**src/rtl/jtag_pkg.sv**
```systemverilog
// Shared TAP definitions: IEEE 1149.1 state encodings and the next-state graph.
package jtag_pkg;

  typedef enum logic [3:0] {
    EX2DR = 4'h0,
    EX1DR = 4'h1,
    SHDR  = 4'h2,
    PDR   = 4'h3,
    SELIR = 4'h4,
    UDR   = 4'h5,
    CAPDR = 4'h6,
    SELDR = 4'h7,
    EX2IR = 4'h8,
    EX1IR = 4'h9,
    SHIR  = 4'hA,
    PIR   = 4'hB,
    RTI   = 4'hC,
    UIR   = 4'hD,
    CAPIR = 4'hE,
    TLR   = 4'hF
  } tap_state_e;

  // Standard 16-state TAP controller transition on a TCK rising edge.
  function automatic tap_state_e next_tap(input tap_state_e state, input logic tms);
    tap_state_e nxt;
    unique case (state)
      TLR:     nxt = tms ? TLR   : RTI;
      RTI:     nxt = tms ? SELDR : RTI;
      SELDR:   nxt = tms ? SELIR : CAPDR;
      CAPDR:   nxt = tms ? EX1DR : SHDR;
      SHDR:    nxt = tms ? EX1DR : SHDR;
      EX1DR:   nxt = tms ? UDR   : PDR;
      PDR:     nxt = tms ? EX2DR : PDR;
      EX2DR:   nxt = tms ? UDR   : SHDR;
      UDR:     nxt = tms ? SELDR : RTI;
      SELIR:   nxt = tms ? TLR   : CAPIR;
      CAPIR:   nxt = tms ? EX1IR : SHIR;
      SHIR:    nxt = tms ? EX1IR : SHIR;
      EX1IR:   nxt = tms ? UIR   : PIR;
      PIR:     nxt = tms ? EX2IR : PIR;
      EX2IR:   nxt = tms ? UIR   : SHIR;
      UIR:     nxt = tms ? SELDR : RTI;
      default: nxt = TLR;
    endcase
    return nxt;
  endfunction

endpackage

```
**src/rtl/jtag_tap_tracker.sv**
```systemverilog
// Shadow TAP controller for one target chain; advances only when enabled.
module jtag_tap_tracker
  import jtag_pkg::*;
(
  input  logic       clk,
  input  logic       rst_n,
  input  logic       en,
  input  logic       tms,
  output logic [3:0] state
);

  tap_state_e r_state;
  tap_state_e w_next;

  // State register: every chain starts in Test-Logic-Reset.
  always_ff @(posedge clk or negedge rst_n) begin
    if (!rst_n) r_state <= TLR;
    else        r_state <= w_next;
  end

  // Next state: follow the TAP graph on enabled TCK rises, hold otherwise.
  always_comb begin
    w_next = r_state;
    if (en) w_next = next_tap(r_state, tms);
  end

  // Output: expose the raw 4-bit encoding.
  always_comb begin
    state = r_state;
  end

endmodule

```
**src/rtl/jtag_chain_bridge.sv**
```systemverilog
// Routes a bitbang JTAG host onto one of CHAINS target chains, tracking each
// chain's TAP state so that chain switches only happen in TLR/RTI with TCK low.
module jtag_chain_bridge
  import jtag_pkg::*;
#(
  parameter int unsigned CHAINS      = 2,
  parameter int unsigned SEL_W       = 1,
  parameter int unsigned SYNC_STAGES = 2,
  parameter int unsigned STRETCH_W   = 22
) (
  input  logic              clk_25mhz,
  input  logic              rst_n,
  input  logic              host_tck,
  input  logic              host_tms,
  input  logic              host_tdi,
  output logic              host_tdo,
  input  logic [SEL_W-1:0]  sel_req,
  output logic [CHAINS-1:0] tgt_tck,
  output logic [CHAINS-1:0] tgt_tms,
  output logic [CHAINS-1:0] tgt_tdi,
  input  logic [CHAINS-1:0] tgt_tdo,
  output logic [SEL_W-1:0]  sel_active,
  output logic              sel_pending,
  output logic [3:0]        tap_state,
  output logic              activity
);

  logic [1:0]             r_rst_sync;
  logic                   w_rst_n;
  logic [SYNC_STAGES-1:0] r_tck_sync;
  logic [SYNC_STAGES-1:0] r_tms_sync;
  logic [SYNC_STAGES-1:0] r_tdi_sync;
  logic [SYNC_STAGES-1:0] r_tdo_sync [CHAINS];
  logic                   w_tck_s;
  logic                   w_tms_s;
  logic                   w_tdi_s;
  logic [CHAINS-1:0]      w_tdo_s;
  logic                   r_tck_d;
  logic                   w_rise;
  logic                   w_fall;
  logic [3:0]             w_tap_state [CHAINS];
  logic [3:0]             w_active_tap;
  logic                   w_req_valid;
  logic                   w_req_diff;
  logic                   w_safe;
  logic                   w_switch;
  logic [SEL_W-1:0]       r_sel_active;
  logic                   r_sel_pending;
  logic [CHAINS-1:0]      r_tgt_tck;
  logic [CHAINS-1:0]      r_tgt_tms;
  logic [CHAINS-1:0]      r_tgt_tdi;
  logic                   r_host_tdo;
  logic [STRETCH_W-1:0]   r_stretch;

  // Reset: asserts asynchronously, releases synchronously to clk_25mhz.
  always_ff @(posedge clk_25mhz or negedge rst_n) begin
    if (!rst_n) r_rst_sync <= '0;
    else        r_rst_sync <= {r_rst_sync[0], 1'b1};
  end
  assign w_rst_n = r_rst_sync[1];

  // Host input synchronisers, reset to an idle bus (TCK low, TMS/TDI high).
  always_ff @(posedge clk_25mhz or negedge w_rst_n) begin
    if (!w_rst_n) begin
      r_tck_sync <= '0;
      r_tms_sync <= '1;
      r_tdi_sync <= '1;
    end else begin
      r_tck_sync <= {r_tck_sync[SYNC_STAGES-2:0], host_tck};
      r_tms_sync <= {r_tms_sync[SYNC_STAGES-2:0], host_tms};
      r_tdi_sync <= {r_tdi_sync[SYNC_STAGES-2:0], host_tdi};
    end
  end
  assign w_tck_s = r_tck_sync[SYNC_STAGES-1];
  assign w_tms_s = r_tms_sync[SYNC_STAGES-1];
  assign w_tdi_s = r_tdi_sync[SYNC_STAGES-1];

  for (genvar g = 0; g < CHAINS; g++) begin : g_chain
    // Target TDO synchroniser for this chain, idles high.
    always_ff @(posedge clk_25mhz or negedge w_rst_n) begin
      if (!w_rst_n) r_tdo_sync[g] <= '1;
      else          r_tdo_sync[g] <= {r_tdo_sync[g][SYNC_STAGES-2:0], tgt_tdo[g]};
    end
    assign w_tdo_s[g] = r_tdo_sync[g][SYNC_STAGES-1];

    jtag_tap_tracker u_tracker (
      .clk   (clk_25mhz),
      .rst_n (w_rst_n),
      .en    (w_rise & (r_sel_active == SEL_W'(g))),
      .tms   (w_tms_s),
      .state (w_tap_state[g])
    );
  end

  // TCK edge detector on the synchronised clock.
  always_ff @(posedge clk_25mhz or negedge w_rst_n) begin
    if (!w_rst_n) r_tck_d <= 1'b0;
    else          r_tck_d <= w_tck_s;
  end
  assign w_rise = w_tck_s & ~r_tck_d;
  assign w_fall = ~w_tck_s & r_tck_d;

  assign w_active_tap = w_tap_state[r_sel_active];

  // Out-of-range requests are treated as "no change" so they never pend.
  assign w_req_valid = ({1'b0, sel_req} < (SEL_W + 1)'(CHAINS));
  assign w_req_diff  = w_req_valid && (sel_req != r_sel_active);
  assign w_safe      = ((w_active_tap == 4'(TLR)) || (w_active_tap == 4'(RTI)))
                       && !w_tck_s && !w_rise;
  assign w_switch    = w_req_diff && w_safe;

  // Chain selection: take the latest request once the active TAP is parked.
  always_ff @(posedge clk_25mhz or negedge w_rst_n) begin
    if (!w_rst_n) begin
      r_sel_active  <= '0;
      r_sel_pending <= 1'b0;
    end else begin
      if (w_switch) r_sel_active <= sel_req;
      r_sel_pending <= w_req_diff && !w_safe;
    end
  end

  // Forward/return routing: active chain follows the host, others park idle.
  always_ff @(posedge clk_25mhz or negedge w_rst_n) begin
    if (!w_rst_n) begin
      r_tgt_tck  <= '0;
      r_tgt_tms  <= '1;
      r_tgt_tdi  <= '1;
      r_host_tdo <= 1'b1;
    end else begin
      for (int unsigned i = 0; i < CHAINS; i++) begin
        if (r_sel_active == SEL_W'(i)) begin
          r_tgt_tck[i] <= w_tck_s;
          r_tgt_tms[i] <= w_tms_s;
          r_tgt_tdi[i] <= w_tdi_s;
        end else begin
          r_tgt_tck[i] <= 1'b0;
          r_tgt_tms[i] <= 1'b1;
          r_tgt_tdi[i] <= 1'b1;
        end
      end
      r_host_tdo <= w_tdo_s[r_sel_active];
    end
  end

  // Activity stretcher: reload on any TCK edge, count down and saturate at 0.
  always_ff @(posedge clk_25mhz or negedge w_rst_n) begin
    if (!w_rst_n)                r_stretch <= '0;
    else if (w_rise || w_fall)   r_stretch <= '1;
    else if (r_stretch != '0)    r_stretch <= r_stretch - STRETCH_W'(1);
  end

  assign tgt_tck     = r_tgt_tck;
  assign tgt_tms     = r_tgt_tms;
  assign tgt_tdi     = r_tgt_tdi;
  assign host_tdo    = r_host_tdo;
  assign sel_active  = r_sel_active;
  assign sel_pending = r_sel_pending;
  assign tap_state   = w_active_tap;
  assign activity    = (r_stretch != '0);

endmodule

```
**config.mk**
```make
export PLATFORM = sky130hd
export DESIGN_NAME = jtag_chain_bridge
export DESIGN_NICKNAME = d
export VERILOG_FILES = /design/src/rtl/jtag_pkg.sv /design/src/rtl/jtag_tap_tracker.sv /design/src/rtl/jtag_chain_bridge.sv
export SDC_FILE = /design/constraint.sdc
export NUM_CORES = 1
export LEC_CHECK = 0
export ABC_AREA = 1
export CORE_MARGIN = 1.5
export CORE_UTILIZATION = 57
export CTS_CLUSTER_DIAMETER = 100
export DETAILED_ROUTE_END_ITERATION = 16
export PLACE_DENSITY = 0.79
export SLEW_MARGIN = 5
export SYNTH_ARGS = -nofsm -noshare
export SYNTH_HDL_FRONTEND = slang
export SYNTH_SLANG_ARGS = --single-unit
```
**constraint.sdc**
```tcl
create_clock -name clk_25mhz -period 2 [get_ports clk_25mhz]
set_input_delay 0.4 -clock clk_25mhz [delete_from_list [all_inputs] [get_ports clk_25mhz]]
set_output_delay 0.4 -clock clk_25mhz [all_outputs]
set_load 0.1 [all_outputs]
```
# Word level (Yosys, flattened, before mapping)
# Index checks and enable logic that the tools add are counted.
[totals] reg_bits=52 word_cells=106 inputBits=8
[classes] n_mux=27 reduce_logical=19 add_sub_neg=1 eq_ne=33 order_cmp=2 bitwise=8
[ops] operator="one-hot mux 4 bit (12 select lines)" count=2
[ops] operator="equality test 4 bit, second input constant" count=18
[ops] operator="2-to-1 mux 22 bit" count=2
[ops] operator="equality test 4 x 3 -> 1 bit, second input constant" count=8
[ops] operator="nonzero test 22 bit" count=1
[ops] operator="subtractor 22 x 1 -> 22 bit, second input constant" count=1
[ops] operator="equality test 4 x 2 -> 1 bit, second input constant" count=4
[ops] operator="2-to-1 mux 4 bit" count=4
[ops] operator="2-to-1 mux 2 bit" count=6
[ops] operator="2-to-1 mux 3 bit" count=4
[ops] operator="2-to-1 mux 1 bit" count=9
[ops] operator="equality test 4 x 1 -> 1 bit, second input constant" count=2
[ops] operator="zero test 4 bit" count=2
[ops] operator="OR reduction 2 bit" count=4
[ops] operator="OR reduction 3 bit" count=2
[ops] operator="AND 1 bit" count=4
[ops] operator="logical AND 1 bit" count=4
[ops] operator="zero test 1 bit" count=3
[ops] operator="NOT 1 bit" count=3
[ops] operator=">= comparator 2 bit, second input constant" count=1
[ops] operator="logical OR 1 bit" count=2
[ops] operator="less-than comparator 1 x 2 -> 1 bit, second input constant" count=1
[ops] operator="NOT 1 -> 2 bit" count=1
[ops] operator="nonzero test 2 bit" count=1
[ops] operator="!= test 1 bit" count=1

# Depth between registers and ports, before layout
[logic_depth] depth_word=10 mapped_depth=8 ltp_nobuf=8

# By module
# A second synthesis with hierarchy kept.
[unflattened] hier_cells=378 area_unflattened_um2=2807.7
[modules_own_cells] module="jtag_chain_bridge" n_inst=1 cells_per_inst=266 area_each_um2=2152.1
[modules_own_cells] module="jtag_tap_tracker" n_inst=2 cells_per_inst=56 area_each_um2=327.8

# Worst setup path before layout
# OpenSTA, ideal clock, no wires.
[synth_timing] kind="register -> register" startpoint="register r_sel_active, in the netlist sel_active" endpoint="register r_sel_active, in the netlist sel_active" arrival_ns=3.801 synth_period_minus_slack_ns=3.917 setup_ns=0.117 slack_ns=-1.917 t_required_ns=1.883 stages_incl_launch_ff=7 path_buffers=1 cell_sequence="dfrtp_1 buf_2 o21ai_0 and3_1 nand2_1 nand2_1 nand2_1"
[synth_between] elab_chain_cells=9 word_cells_on_any_way=11 cone_classes="eq/ne (3); mux (3); bitwise (1); reduce/logical (4)"
[synth_lines] element="from (decl)" line="jtag_chain_bridge.sv:47" text="logic [SEL_W-1:0] r_sel_active;"
[synth_lines] element="from (signal assigned)" line="jtag_chain_bridge.sv:118" text="if (w_switch) r_sel_active <= sel_req;"
[synth_lines] element="NOT 1 -> 2 bit (implied by the code) *" line="jtag_chain_bridge.sv:103" text="assign w_active_tap = w_tap_state[r_sel_active];"
[synth_lines] element="2-to-1 mux 4 bit (implied by the code) * (3 in series)" line="jtag_chain_bridge.sv:103"
[synth_lines] element="net tap_state[2]" line="jtag_chain_bridge.sv:24" text="output logic [3:0] tap_state,"
[synth_lines] element="equality test 4 bit" line="jtag_chain_bridge.sv:108" text="assign w_safe = ((w_active_tap == 4'(TLR)) || (w_active_tap == 4'(RTI)))"
[synth_lines] element="logical OR 1 bit *" line="jtag_chain_bridge.sv:108"
[synth_lines] element="logical AND 1 bit * (2 in series)" line="jtag_chain_bridge.sv:109" text="&& !w_tck_s && !w_rise;"
[synth_lines] element="logical AND 1 bit *" line="jtag_chain_bridge.sv:110" text="assign w_switch = w_req_diff && w_safe;"
# The timed path passes the listed nets; every way through them passes the cells marked *. The select of a mux whose other input is x is not followed.
# A chain may end at the register's enable or synchronous reset.

# Worst setup path in the final report
[layout_timing] startpoint="register r_stretch[14]" endpoint="output activity"
[layout_between] elab_chain_cells=1
[layout_lines] element="from (decl)" line="jtag_chain_bridge.sv:53" text="logic [STRETCH_W-1:0] r_stretch;"
[layout_lines] element="from (signal assigned)" line="jtag_chain_bridge.sv:150" text="else if (r_stretch != '0) r_stretch <= r_stretch - STRETCH_W'(1);"
[layout_lines] element="nonzero test 22 bit" line="jtag_chain_bridge.sv:160" text="assign activity = (r_stretch != '0);"
[layout_lines] element="to (decl)" line="jtag_chain_bridge.sv:25" text="output logic activity"
# Every way passes these cells.

==> results_dict.tcl <==
set metrics [dict create \
    post-route-util 0.7149 \
    fmax_mhz 518.5 \
    finalHoldViolations 0 \
    slew_headroom 0.6581 \
    power_density_nw_per_um2 1353 \
    grt_max_degree 29 \
    cts_sinks 52 \
    gr-total-overflow 0 \
    cts_tree "built" \
    grtUsageTotal 0.2441 \
    critPathKind "reg2out" \
    post-dp-hpwl_um 4082 \
    skew_ns 0.009478 \
    startpoint_type "flop" \
    via_per_inst 5.496 \
    min_path_type "in2async" \
    cts_setup_buffers 0 \
    ctsHtreeMaxLevel 2 \
    gp_congestion 0.8981 \
    required_ns 1.60 \
    final.period_utilization 0.9644 \
    p_leak_nw 1.349 \
    rsz0062_at_grt "yes" \
    finalSetupViolCount 0 \
    crit_fanout 4 \
    grt_pass1_vias 2237 \
    insertion_delay_ns 0.31 \
    synth_area_per_cell_um2 8.207 \
    drv_slew 0 \
    clkTransAtPathRegs_ns 0.10 \
    finalNetCount 356 \
    die_x_um 71.09 \
    ioPinCount 22 \
    grt_pass1_wl_um 9839 \
    drive_above_1_share 0.2104 \
    drt_iter0_drc 100 \
    hold_buffers 0 \
    num_vias 2193 \
    ir_drop_uv 1188 \
    portBuffers 21 \
    core-area_um2 4414 \
    status "finished, final reports clean" \
    maxCapViolCount 0 \
    critPathArrivalTime_ns 1.53 \
    setup_tns_ns 0 \
    netlist_area_um2 2643 \
    drt-wirelength-per-cell_um 13.99 \
    fin_crit_ns 1.929 \
    clk_path_buf_depth 2 \
    seq_area_frac_synth 0.5024 \
    root_buffer "clkbuf_8" \
    syn_inst 322 \
    endpoint_kind "output pin" \
    tightestPinTransition_ns 0.5129 \
    area_delta_synth_final_pct 19.41 \
    synth.distinct_cells 34 \
    ys_ff_latch 52 \
    antenna_found_initial 0 \
    route.detailed.drc 0 \
    fp.dieH_um 71.09 \
    fillers 320 \
    initial_core_util 0.5986 \
    rows 24 \
    dr.pass1.iters 4 \
    syn-num-nets 332 \
    postRouteAntennaNets 0 \
    diodes 0 \
    cts_made_buffers 5 \
    die_area_um2 5054 \
    drt-total-wl_um 5584 \
    synth_warnings 0 \
]
[synth_stat cells]
cell      count  area share
o22ai_1       2      0.0047
o31ai_1       2      0.0057
nor2_8        1      0.0076
nand2_4       1      0.0043
nor2_4        4       0.017
dfrtp_1      31        0.29
nor2_2        7       0.017
nand4_2       1      0.0047
o211ai_1      2      0.0057
o21a_1        1      0.0028
dfstp_2      21        0.21
ha_1          2      0.0095
conb_1        1      0.0014
o21ai_1       1      0.0019
o221ai_1      1      0.0033
xnor2_1       3      0.0099
nand2_2       4      0.0095
a31oi_1       3      0.0071
nand4_1       7       0.017
nand3b_1      4       0.011
inv_1        44       0.063
nor2_1       36       0.051
buf_6         1      0.0043
buf_4         1      0.0028
a21oi_1      18       0.034
nand2_1      71        0.10
nand3_4       1      0.0066
and3_1        1      0.0024
clkbuf_1      4      0.0057
nor3_1        1      0.0019
buf_2         2      0.0038
o21ai_0      18       0.034
or2_1         1      0.0024
nand3_1      24       0.045
[worst max-delay path: stages, from the launching register on]
cell	delay, ns
dfrtp_1	0.44
nor2_2	0.21
nand2_2	0.10
nor2_4	0.19
nand3_4	0.10
buf_12	0.18
[metal layers]
metal,up-vias,GRT usage,wire (µm)
li1,1078,-,-
met1,1048,0.3171,2452
met2,57,0.4174,2803
met3,10,0.04274,246
met4,0,0.07757,82
met5,-,0,0
[stage by stage]
stage / worst slack (ns) / hold WS (ns) / instances / instance area [µm²] / total power [mW]
2_1_floorplan: -0.002403 / 0.1044 / 322 / 2666 / 2.972
3_3_place_gp: 0.3611 / 0.2468 / 391 / 3044 / 3.596
3_5_place_dp: 0.3266 / 0.2540 / 391 / 3044 / 3.638
4_1_cts: 0.01379 / 0.2299 / 399 / 3141 / 4.283
5_1_grt: -0.01524 / 0.2316 / 399 / 3156 / 4.470
6_report: 0.07127 / 0.2400 / 399 / 3156 / 4.270
[logic make-up (layout without fill, tap and decap cells)]
group | Yosys count | in the layout | share of synthesized area
other | 1 | 1 | 0.001419
flip-flops | 52 | 52 | 0.5024
XOR/XNOR | 3 | 3 | 0.009945
buffers and inverters | 52 | 77 | 0.07907
AND/OR/NAND/NOR | 164 | 164 | 0.2983
AO/OA/AOI/OAI | 48 | 48 | 0.09943
adder cells (fa/ha/maj) | 2 | 2 | 0.009468
[layout by cell type (no fill, tap or decap), types with 2 or more instances in the layout]
| master | n |
|---|---|
| o21ai_4 | 2 |
| a31oi_1 | 3 |
| o211ai_1 | 2 |
| nand3b_1 | 4 |
| nand3_1 | 24 |
| buf_12 | 12 |
| nor2_4 | 5 |
| o31ai_1 | 2 |
| o21ai_0 | 14 |
| nand4_1 | 7 |
| o22ai_1 | 2 |
| inv_1 | 42 |
| buf_4 | 6 |
| xnor2_1 | 3 |
| o21ai_1 | 3 |
| dfrtp_1 | 29 |
| nand2_1 | 71 |
| nand2_2 | 4 |
| dfrtp_2 | 2 |
| inv_6 | 2 |
| a21oi_1 | 18 |
| nor2_2 | 6 |
| clkbuf_8 | 5 |
| dfstp_2 | 21 |
| nor2_1 | 36 |
| clkdlybuf4s50_1 | 7 |
| inv_2 | 2 |
[path summary, 6_finish.rpt]
check,slack [ns],depth (start not counted),from,endpoint
setup / recovery,0.07,5,r_stretch[14],activity
hold / removal,0.24,1,rst_n,r_rst_sync[0]
setup reg to reg,0.41,4,r_tck_sync[1],r_stretch[16]
hold reg to reg,0.25,0,r_rst_sync[1],r_tck_sync[1]
max in group asynchronous,1.16,1,r_rst_sync[1],g_chain[0].u_tracker.state[1]
min in group clk_25mhz,0.36,0,r_tdo_sync[2],r_tdo_sync[3]
[cell type report]
type | instances | area (µm²) | share of cell area
well taps | 52 | 65.06 | 0.02062
clock buffers | 5 | 68.82 | 0.02181
repair buffers | 25 | 355.3 | 0.1126
flip-flops and latches | 52 | 1330 | 0.4215
inverters | 44 | 165.2 | 0.05234
multi-input cells | 218 | 1146 | 0.3632
clock inverters | 3 | 25.02 | 0.007930
[where the power goes]
| group | internal (mW) | total (mW) | switching, mW |
|---|---|---|---|
| clock | 0.256 | 0.631 | 0.375 |
| combinational | 0.674 | 2.08 | 1.41 |
| sequential | 1.31 | 1.56 | 0.251 |
[state kept, by name (all words and copies together), names as in the netlist, 2 cells and up]
register / count
tgt_tdi: 2
tgt_tms: 2
r_tms_sync: 2
tgt_tck: 2
r_rst_sync: 2
r_tck_sync: 2
r_tdo_sync: 4
g_chain.u_tracker.state: 8
r_stretch: 22
r_tdi_sync: 2
[timing repair]
item	in CTS	in global routing
pin swaps	0	1
endpoints found under the setup margin	1	3
resized for setup	1	4
Power figures use the tool's default switching activity.
